$ cat src/rtl/alu_operand_entry_pkg.sv
// Shared types and constants for the board-side ALU operand entry block.
package alu_operand_entry_pkg;

    localparam int unsigned ALUOP_W = 4;

    // Pushbutton roles, indexed into KEY[3:0]
    localparam int unsigned KEY_LO    = 0;
    localparam int unsigned KEY_HI    = 1;
    localparam int unsigned KEY_NEXT  = 2;
    localparam int unsigned KEY_ABORT = 3;

    typedef enum logic [1:0] {
        ENTER_A  = 2'd0,
        ENTER_B  = 2'd1,
        ENTER_OP = 2'd2,
        ISSUE    = 2'd3
    } entry_state_t;

endpackage

$ cat src/rtl/alu_operand_entry_if.sv
// Operation handshake between the entry block (master) and the ALU wrapper (slave).
interface alu_operand_entry_if #(
    parameter int DW = 32
) ();
    import alu_operand_entry_pkg::*;

    logic [DW-1:0]      porta;
    logic [DW-1:0]      portb;
    logic [ALUOP_W-1:0] aluop;
    logic               op_valid;
    logic               op_ready;

    modport master (
        output porta, portb, aluop, op_valid,
        input  op_ready
    );

    modport slave (
        input  porta, portb, aluop, op_valid,
        output op_ready
    );

endinterface

$ cat src/rtl/alu_operand_entry_key_debounce.sv
// One pushbutton: 2-flop synchronizer, stability counter and a press pulse
// on the debounced 1->0 transition.
module key_debounce #(
    parameter int unsigned DEBOUNCE_CYCLES = 500000
) (
    input  logic clk,
    input  logic rst_n,
    input  logic key,
    output logic press
);
    localparam int unsigned CW = (DEBOUNCE_CYCLES > 1) ? $clog2(DEBOUNCE_CYCLES) : 1;

    logic [1:0]    sync;
    logic          level;
    logic [CW-1:0] cnt;

    always_ff @(posedge clk) begin
        if (!rst_n) begin
            sync  <= '1;
            level <= 1'b1;
            cnt   <= '0;
            press <= 1'b0;
        end else begin
            sync  <= {sync[0], key};
            press <= 1'b0;
            if (sync[1] == level) begin
                cnt <= '0;
            end else if (cnt == CW'(DEBOUNCE_CYCLES - 1)) begin
                // Flip only after DEBOUNCE_CYCLES consecutive differing samples
                level <= sync[1];
                cnt   <= '0;
                press <= level;
            end else begin
                cnt <= cnt + CW'(1);
            end
        end
    end

endmodule

$ cat src/rtl/alu_operand_entry.sv
// Assembles porta/portb/aluop from switches under debounced key control and
// offers the finished operation over a valid/ready handshake.
module alu_operand_entry
    import alu_operand_entry_pkg::*;
#(
    parameter int unsigned DEBOUNCE_CYCLES = 500000,
    parameter int unsigned DW              = 32
) (
    input  logic                       CLOCK_50,
    input  logic                       nRST,
    input  logic [3:0]                 KEY,
    input  logic [15:0]                SW,
    alu_operand_entry_if.master        op,
    output logic [1:0]                 entry_state
);
    logic [3:0]   press;
    entry_state_t state;

    for (genvar i = 0; i < 4; i++) begin : g_key
        key_debounce #(
            .DEBOUNCE_CYCLES(DEBOUNCE_CYCLES)
        ) u_db (
            .clk   (CLOCK_50),
            .rst_n (nRST),
            .key   (KEY[i]),
            .press (press[i])
        );
    end

    assign op.op_valid = (state == ISSUE);
    assign entry_state = state;

    // Only the highest-priority press acts: abort > next > hi > lo
    always_ff @(posedge CLOCK_50) begin
        if (!nRST) begin
            state    <= ENTER_A;
            op.porta <= '0;
            op.portb <= '0;
            op.aluop <= '0;
        end else if (press[KEY_ABORT]) begin
            state    <= ENTER_A;
            op.porta <= '0;
            op.portb <= '0;
            op.aluop <= '0;
        end else begin
            unique case (state)
                ENTER_A: begin
                    if (press[KEY_NEXT])
                        state <= ENTER_B;
                    else if (press[KEY_HI])
                        op.porta[DW-1:DW/2] <= SW;
                    else if (press[KEY_LO])
                        op.porta[DW/2-1:0] <= SW;
                end
                ENTER_B: begin
                    if (press[KEY_NEXT])
                        state <= ENTER_OP;
                    else if (press[KEY_HI])
                        op.portb[DW-1:DW/2] <= SW;
                    else if (press[KEY_LO])
                        op.portb[DW/2-1:0] <= SW;
                end
                ENTER_OP: begin
                    if (press[KEY_NEXT])
                        state <= ISSUE;
                    else if (press[KEY_LO] && !press[KEY_HI])
                        op.aluop <= SW[ALUOP_W-1:0];
                end
                ISSUE: begin
                    if (op.op_ready)
                        state <= ENTER_A;
                end
            endcase
        end
    end

endmodule

$ cat src/flat_wrapper.sv
// flat-port wrapper written by rule: the top's interface ports become plain ports
module alu_operand_entry_flat import alu_operand_entry_pkg::*;
#(
    parameter int unsigned DEBOUNCE_CYCLES = 500000,
    parameter int unsigned DW              = 32
)
  (CLOCK_50, nRST, KEY, SW, entry_state, op_porta, op_portb, op_aluop, op_op_valid, op_op_ready);
  alu_operand_entry_if #(.DW(DW)) op_i ();
  input  logic CLOCK_50;
  input  logic nRST;
  input  logic [3:0] KEY;
  input  logic [15:0] SW;
  output logic [1:0] entry_state;
  output wire logic [$bits(op_i.porta)-1:0] op_porta;
  output wire logic [$bits(op_i.portb)-1:0] op_portb;
  output wire logic [$bits(op_i.aluop)-1:0] op_aluop;
  output wire logic [$bits(op_i.op_valid)-1:0] op_op_valid;
  input wire logic [$bits(op_i.op_ready)-1:0] op_op_ready;
  assign op_porta = op_i.porta;
  assign op_portb = op_i.portb;
  assign op_aluop = op_i.aluop;
  assign op_op_valid = op_i.op_valid;
  assign op_i.op_ready = op_op_ready;
  alu_operand_entry #(.DEBOUNCE_CYCLES(DEBOUNCE_CYCLES), .DW(DW)) u_core (.CLOCK_50(CLOCK_50), .nRST(nRST), .KEY(KEY), .SW(SW), .op(op_i), .entry_state(entry_state));
endmodule
$ cat config.mk
export PLATFORM = sky130hd
export DESIGN_NAME = alu_operand_entry_flat
export DESIGN_NICKNAME = d
export VERILOG_FILES = /design/src/rtl/alu_operand_entry_pkg.sv /design/src/rtl/alu_operand_entry_if.sv /design/src/rtl/alu_operand_entry_key_debounce.sv /design/src/rtl/alu_operand_entry.sv /design/src/flat_wrapper.sv
export SDC_FILE = /design/constraint.sdc
export NUM_CORES = 1
export LEC_CHECK = 0
export CORE_UTILIZATION = 54
export DETAILED_ROUTE_END_ITERATION = 8
export PLACE_DENSITY = 0.79
export SKIP_CTS_REPAIR_TIMING = 1
export SLEW_MARGIN = 20
export SYNTH_ARGS = -nofsm -noshare
export SYNTH_HDL_FRONTEND = slang
export SYNTH_SLANG_ARGS = --single-unit
$ cat constraint.sdc
create_clock -name CLOCK_50 -period 2.84 [get_ports CLOCK_50]
set_clock_uncertainty 0.1 [all_clocks]
set_input_delay 0.284 -clock CLOCK_50 [delete_from_list [all_inputs] [get_ports CLOCK_50]]
set_output_delay 0.284 -clock CLOCK_50 [all_outputs]
set_load 0.02 [all_outputs]
# Word level (Yosys, flattened, before mapping)
# Index checks and enable logic that the tools add are counted.
dict set report word_totals {
  output_inout_bits 71
  ff_bits 162
  input_bits 23
}
dict set report classes {
  addsub 4
  n_eq_ne 15
  muxes 5
  bitwise_logic 11
  n_reduce_logical 22
}
# cell n
set ops {}
lappend ops {{adder 19 x 1 -> 19 bit (second input constant)} 4}
lappend ops {{equality test 19 bit (second input constant)} 4}
lappend ops {{OR reduction 3 bit} 8}
lappend ops {{AND reduction 4 bit} 3}
lappend ops {{inverter 1 bit} 11}
lappend ops {{AND reduction 3 bit} 3}
lappend ops {{2-to-1 mux 2 bit} 4}
lappend ops {{one-hot mux 2 bit (4 select lines)} 1}
lappend ops {{AND reduction 2 bit} 4}
lappend ops {{inequality test 2 bit (second input constant)} 3}
lappend ops {{equality test 1 bit} 4}
lappend ops {{equality test 2 bit (second input constant)} 2}
lappend ops {{equality test 2 x 1 -> 1 bit (second input constant)} 1}
lappend ops {{logical NOT 2 bit} 1}
lappend ops {{inequality test 2 x 1 -> 1 bit (second input constant)} 1}
lappend ops {{OR reduction 2 bit} 1}
lappend ops {{logical AND 1 bit} 1}
lappend ops {{logical NOT 1 bit} 1}

# Longest topological paths before layout
dict set report depth {
  word_depth 3
  depth_mapped 7
  depth_no_buf 6
}

# Cells and area by module
# Synthesis repeated with hierarchy kept, for this count alone.
dict set report hier_totals {
  hier_cells 766
  area_unflattened_um2 6802.8
}
# module area_each_um2 instances seq_area_each_um2 cells_per_inst
set modules_own_cells {}
lappend modules_own_cells {alu_operand_entry 2718.9 1 1401.3 325}
lappend modules_own_cells {{key_debounce at u_core.g_key[0].u_db ...} 1027.2 2 460.4 111}
lappend modules_own_cells {{key_debounce at u_core.g_key[3].u_db} 1036.0 1 460.4 113}
lappend modules_own_cells {{key_debounce at u_core.g_key[1].u_db} 993.5 1 460.4 106}

# Worst setup path before layout
# Ideal clock, no wire load.
dict set report synth_timing {
  kind {flip-flop to flip-flop}
  from {register u_core.g_key[1].u_db.cnt[0]}
  to {register u_core.g_key[1].u_db.cnt[10]}
  arrival_ns 1.732
  period_less_slack_ns 1.959
  stages_incl_launch_ff 8
  setup_ns 0.128
  slack_ns 0.881
  n_path_buf 2
  path_cell_list {dfxtp_1 ha_1 and3_1 clkbuf_1 nand3_1 o211ai_2 clkbuf_1 nor2_1}
}
dict set report synth_via {
  elab_chain_len 2
}
# element line_no
set synth_lines {}
lappend synth_lines {{from (decl)} alu_operand_entry_key_debounce.sv:15} ;# logic [CW-1:0] cnt;
lappend synth_lines {{from (signal assigned)} alu_operand_entry_key_debounce.sv:34} ;# cnt <= cnt + CW'(1);
lappend synth_lines {{branches (longest 2 deep; another with adder 19 x 1 -> 19 bit)} -}
# Parallel ways; which one is timed is not known.
# A chain may end at the register's enable or synchronous reset.

# Worst setup path in the final report
# Ends and elaborated chain as after synthesis.

==> out/results.tsv <==
stage	metric	value	unit
yosys	async_reset_ff_share	0	%
yosys	synthMuxAreaShare	0.7728	%
route	vias	5667	
yosys	seq_area_frac_synth	50.08	%
route	avgViaCountPerCell	5.633	
yosys	ys_ff_latch	162	
yosys	synth_compound_area_share	9.196	%
route	ant_nets	0	
timing	drv_slew	0	
clock_network	cts_tree	yes	
timing	fin_crit_sh	76.70	%
clock_network	cts.clk_slew.worst_paths	0.06	ns
critical_path	endpoint_kind	flop	
clock_network	clock_path_buffers	2	
clock_network	clk_latency	0.42	ns
timing	setup_viol	0	
clock_network	cts_sinks	162	
critical_path	required	3.00	ns
yosys	syn-num-nets	801	
route	drt_iter0_drc	452	
placed_design	gp_congestion	0.8309	
route	firstDrtPassIters	8	
placed_design	port_buffers	93	
grt	grt_max_degree	71	
timing	fin_crit	2.178	ns
yosys	post_synth.cell_area_avg	8.411	um^2
grt	grt_usage	23.71	%
grt	globalRoute.totalOverflow	0	
clock_network	htreeDepth	4	
power_and_ir_drop	leakagePower	2.511	nW
floorplanning	die_x	111.5	um
critical_path	path_cells	ha_1, and3_1, nand3_1, o211ai_2, nor2_1	
status	status	complete, but fails checks	
layout	utilization	69.74	%
timing	max_freq	459.1	MHz
placed_design	detailed_place_hpwl	9956	um
yosys	synth_xor_area_share	7.573	%
layout	most-common-layout-cells	163 x nand2_1, 162 x dfxtp_1, 93 x clkdlybuf4s50_1, 80 x a21oi_1, 73 x nor2_1	
job	timing.max_cap.violations	0	
timing	rsz0062_at_grt	false	
route	drcViolationCount	18	
layout	multi_input_area	3039	um^2
layout	fillCellCount	874	
layout	nets	881	
timing	hold_viol	0	
layout	drive_above_1_share	5.446	%
yosys	yosys.area_share.simple	27.80	%
critical_path	cp.arrival	2.34	ns
critical_path	worst-setup-path-type	flop to flop	
yosys	yosysWarnings	0	
hold_path	hold_path.class	input port to flop	
floorplanning	num_rows	39	
timing	tns	0	ns
critical_path	worst_setup_path_start_kind	flop	
yosys	syn_inst	770	
power_and_ir_drop	max-vdd-ir-drop	0.0003188	V
grt	grt_pass1_wl	24180	um
floorplanning	die_h	111.5	um
yosys	synthAdderAreaFrac	1.546	%
critical_path	reg2reg_slack	0.66	ns
yosys	synth_edf_count	0	
route	wl	14510	um
floorplanning	io_pins	94	
timing	worst_pin_slew	0.8039	ns
critical_path	path_max_fanout	19	
critical_path	slowest_stage	o211ai_2	
clock_network	cts-root-buf	clkbuf_16	
route	wl_per_cell	14.42	um
layout	syn2layout_area_growth	24.54	%
yosys	ys.flop_type	dfxtp_1	
critical_path	max_stage_delay	0.69	ns
floorplanning	initial_utilization	56.00	%
yosys	synth_top_family_by_area	simple AND/OR/NAND/NOR gates	
grt	first_global_vias	5316	
power_and_ir_drop	p_per_area	578.5	nW/um^2
floorplanning	die_area	12430	um^2
floorplanning	coreArea	11560	um^2
layout	final_common_cell	nand2_1	
clock_network	numCtsBuffers	17	
yosys	ys_types	40	
grt	grt_antenna_before_repair	0	
status	violations	DRC	
timing	max_slew_margin	46.25	%
layout	regArea	3243	um^2
yosys	synth_area	6476	um^2
layout	diodes	0	
## sequential cells by signal, indices dropped and copies added (netlist names)
register                 flops
u_core.g_key.u_db.cnt       76
u_core.op.porta             32
u_core.op.portb             32
u_core.g_key.u_db.sync       8
u_core.g_key.u_db.level      4
u_core.g_key.u_db.press      4
u_core.op.aluop              4
u_core.entry_state           2
## critical path: cells and delay by family (launching register included)
family | cells | cell delay, ns
adder cells (fa/ha/maj) | 1 | 0.23
AND/OR/NAND/NOR | 3 | 0.61
AO/OA/AOI/OAI | 1 | 0.69
flip-flops | 1 | 0.40
## through the flow
stage | std cells | power (mW) | worst slack, ns | hold slack [ns] | area, um^2
after global routing | 1006 | 4.816 | 0.4869 | 0.3342 | 8065
after CTS | 1006 | 4.692 | 0.6662 | 0.3119 | 8065
final | 1006 | 4.666 | 0.6618 | 0.3192 | 8065
after floorplan | 770 | 2.436 | 0.8805 | 0.2855 | 6476
after global placement | 974 | 2.511 | 0.7764 | 0.2908 | 7487
after detailed placement | 974 | 2.517 | 0.6900 | 0.3021 | 7487
## area by class of cell
type                    count  share of cell area (%)
flip-flops and latches    162                   40.21
clock inverters            13                   1.551
inverters                  18                  0.8377
repair buffers             95                   11.88
well taps                 143                   2.218
multi-input cells         556                   37.68
clock buffers              19                   5.616
## per-layer routing
| metal | global-route usage, % | vias to the layer above | wire length [um] |
|---|---|---|---|
| met5 | 0 | - | 0 |
| met4 | 9.009 | 0 | 237 |
| met3 | 5.335 | 24 | 966 |
| met2 | 40.46 | 213 | 6951 |
| met1 | 29.24 | 2663 | 6352 |
| li1 | - | 2767 | - |
## path summary, 6_finish.rpt
check                               start                      endpoint  cells past startpoint
max           u_core.g_key[1].u_db.cnt[0]  u_core.g_key[1].u_db.cnt[10]                      5
min                                KEY[3]  u_core.g_key[3].u_db.sync[0]                      2
max reg2reg   u_core.g_key[1].u_db.cnt[0]  u_core.g_key[1].u_db.cnt[10]                      5
min reg2reg  u_core.g_key[0].u_db.sync[0]  u_core.g_key[0].u_db.sync[1]                      1
## synth_stat cells, types with 7 or more instances
master | number | area (um^2)
a21oi_1 | 80 | 400.4
and2_1 | 8 | 50.05
xnor2_1 | 36 | 315.3
inv_1 | 18 | 67.56
o21ai_0 | 12 | 60.06
nand4_1 | 18 | 112.6
nand2_1 | 163 | 611.8
nand3_1 | 28 | 140.1
dfxtp_1 | 162 | 3243
and3_1 | 10 | 62.56
nor4b_1 | 7 | 61.31
nand2b_1 | 9 | 56.30
nor3_1 | 14 | 70.07
nor2_1 | 73 | 274.0
nor4_1 | 15 | 93.84
clkbuf_1 | 33 | 123.9
xor2_1 | 20 | 175.2
ha_1 | 8 | 100.1
## where the power goes
part	total, mW	internal [mW]	leakage [nW]	switching (mW)
combinational	0.172	0.0723	0.936	0.0996
clock	2.19	1.26	0.269	0.930
sequential	2.30	2.29	1.31	0.0139
## cells by family (layout without fill, tap and decap cells)
kind of cell | after synthesis | in the layout
simple gates | 379 | 379
compound gates | 108 | 108
fa+ha+maj | 8 | 8
mux | 5 | 5
flops | 162 | 162
xor+xnor | 56 | 56
buf+inv | 52 | 145
No activity file was read; power rests on OpenSTA's default activity.
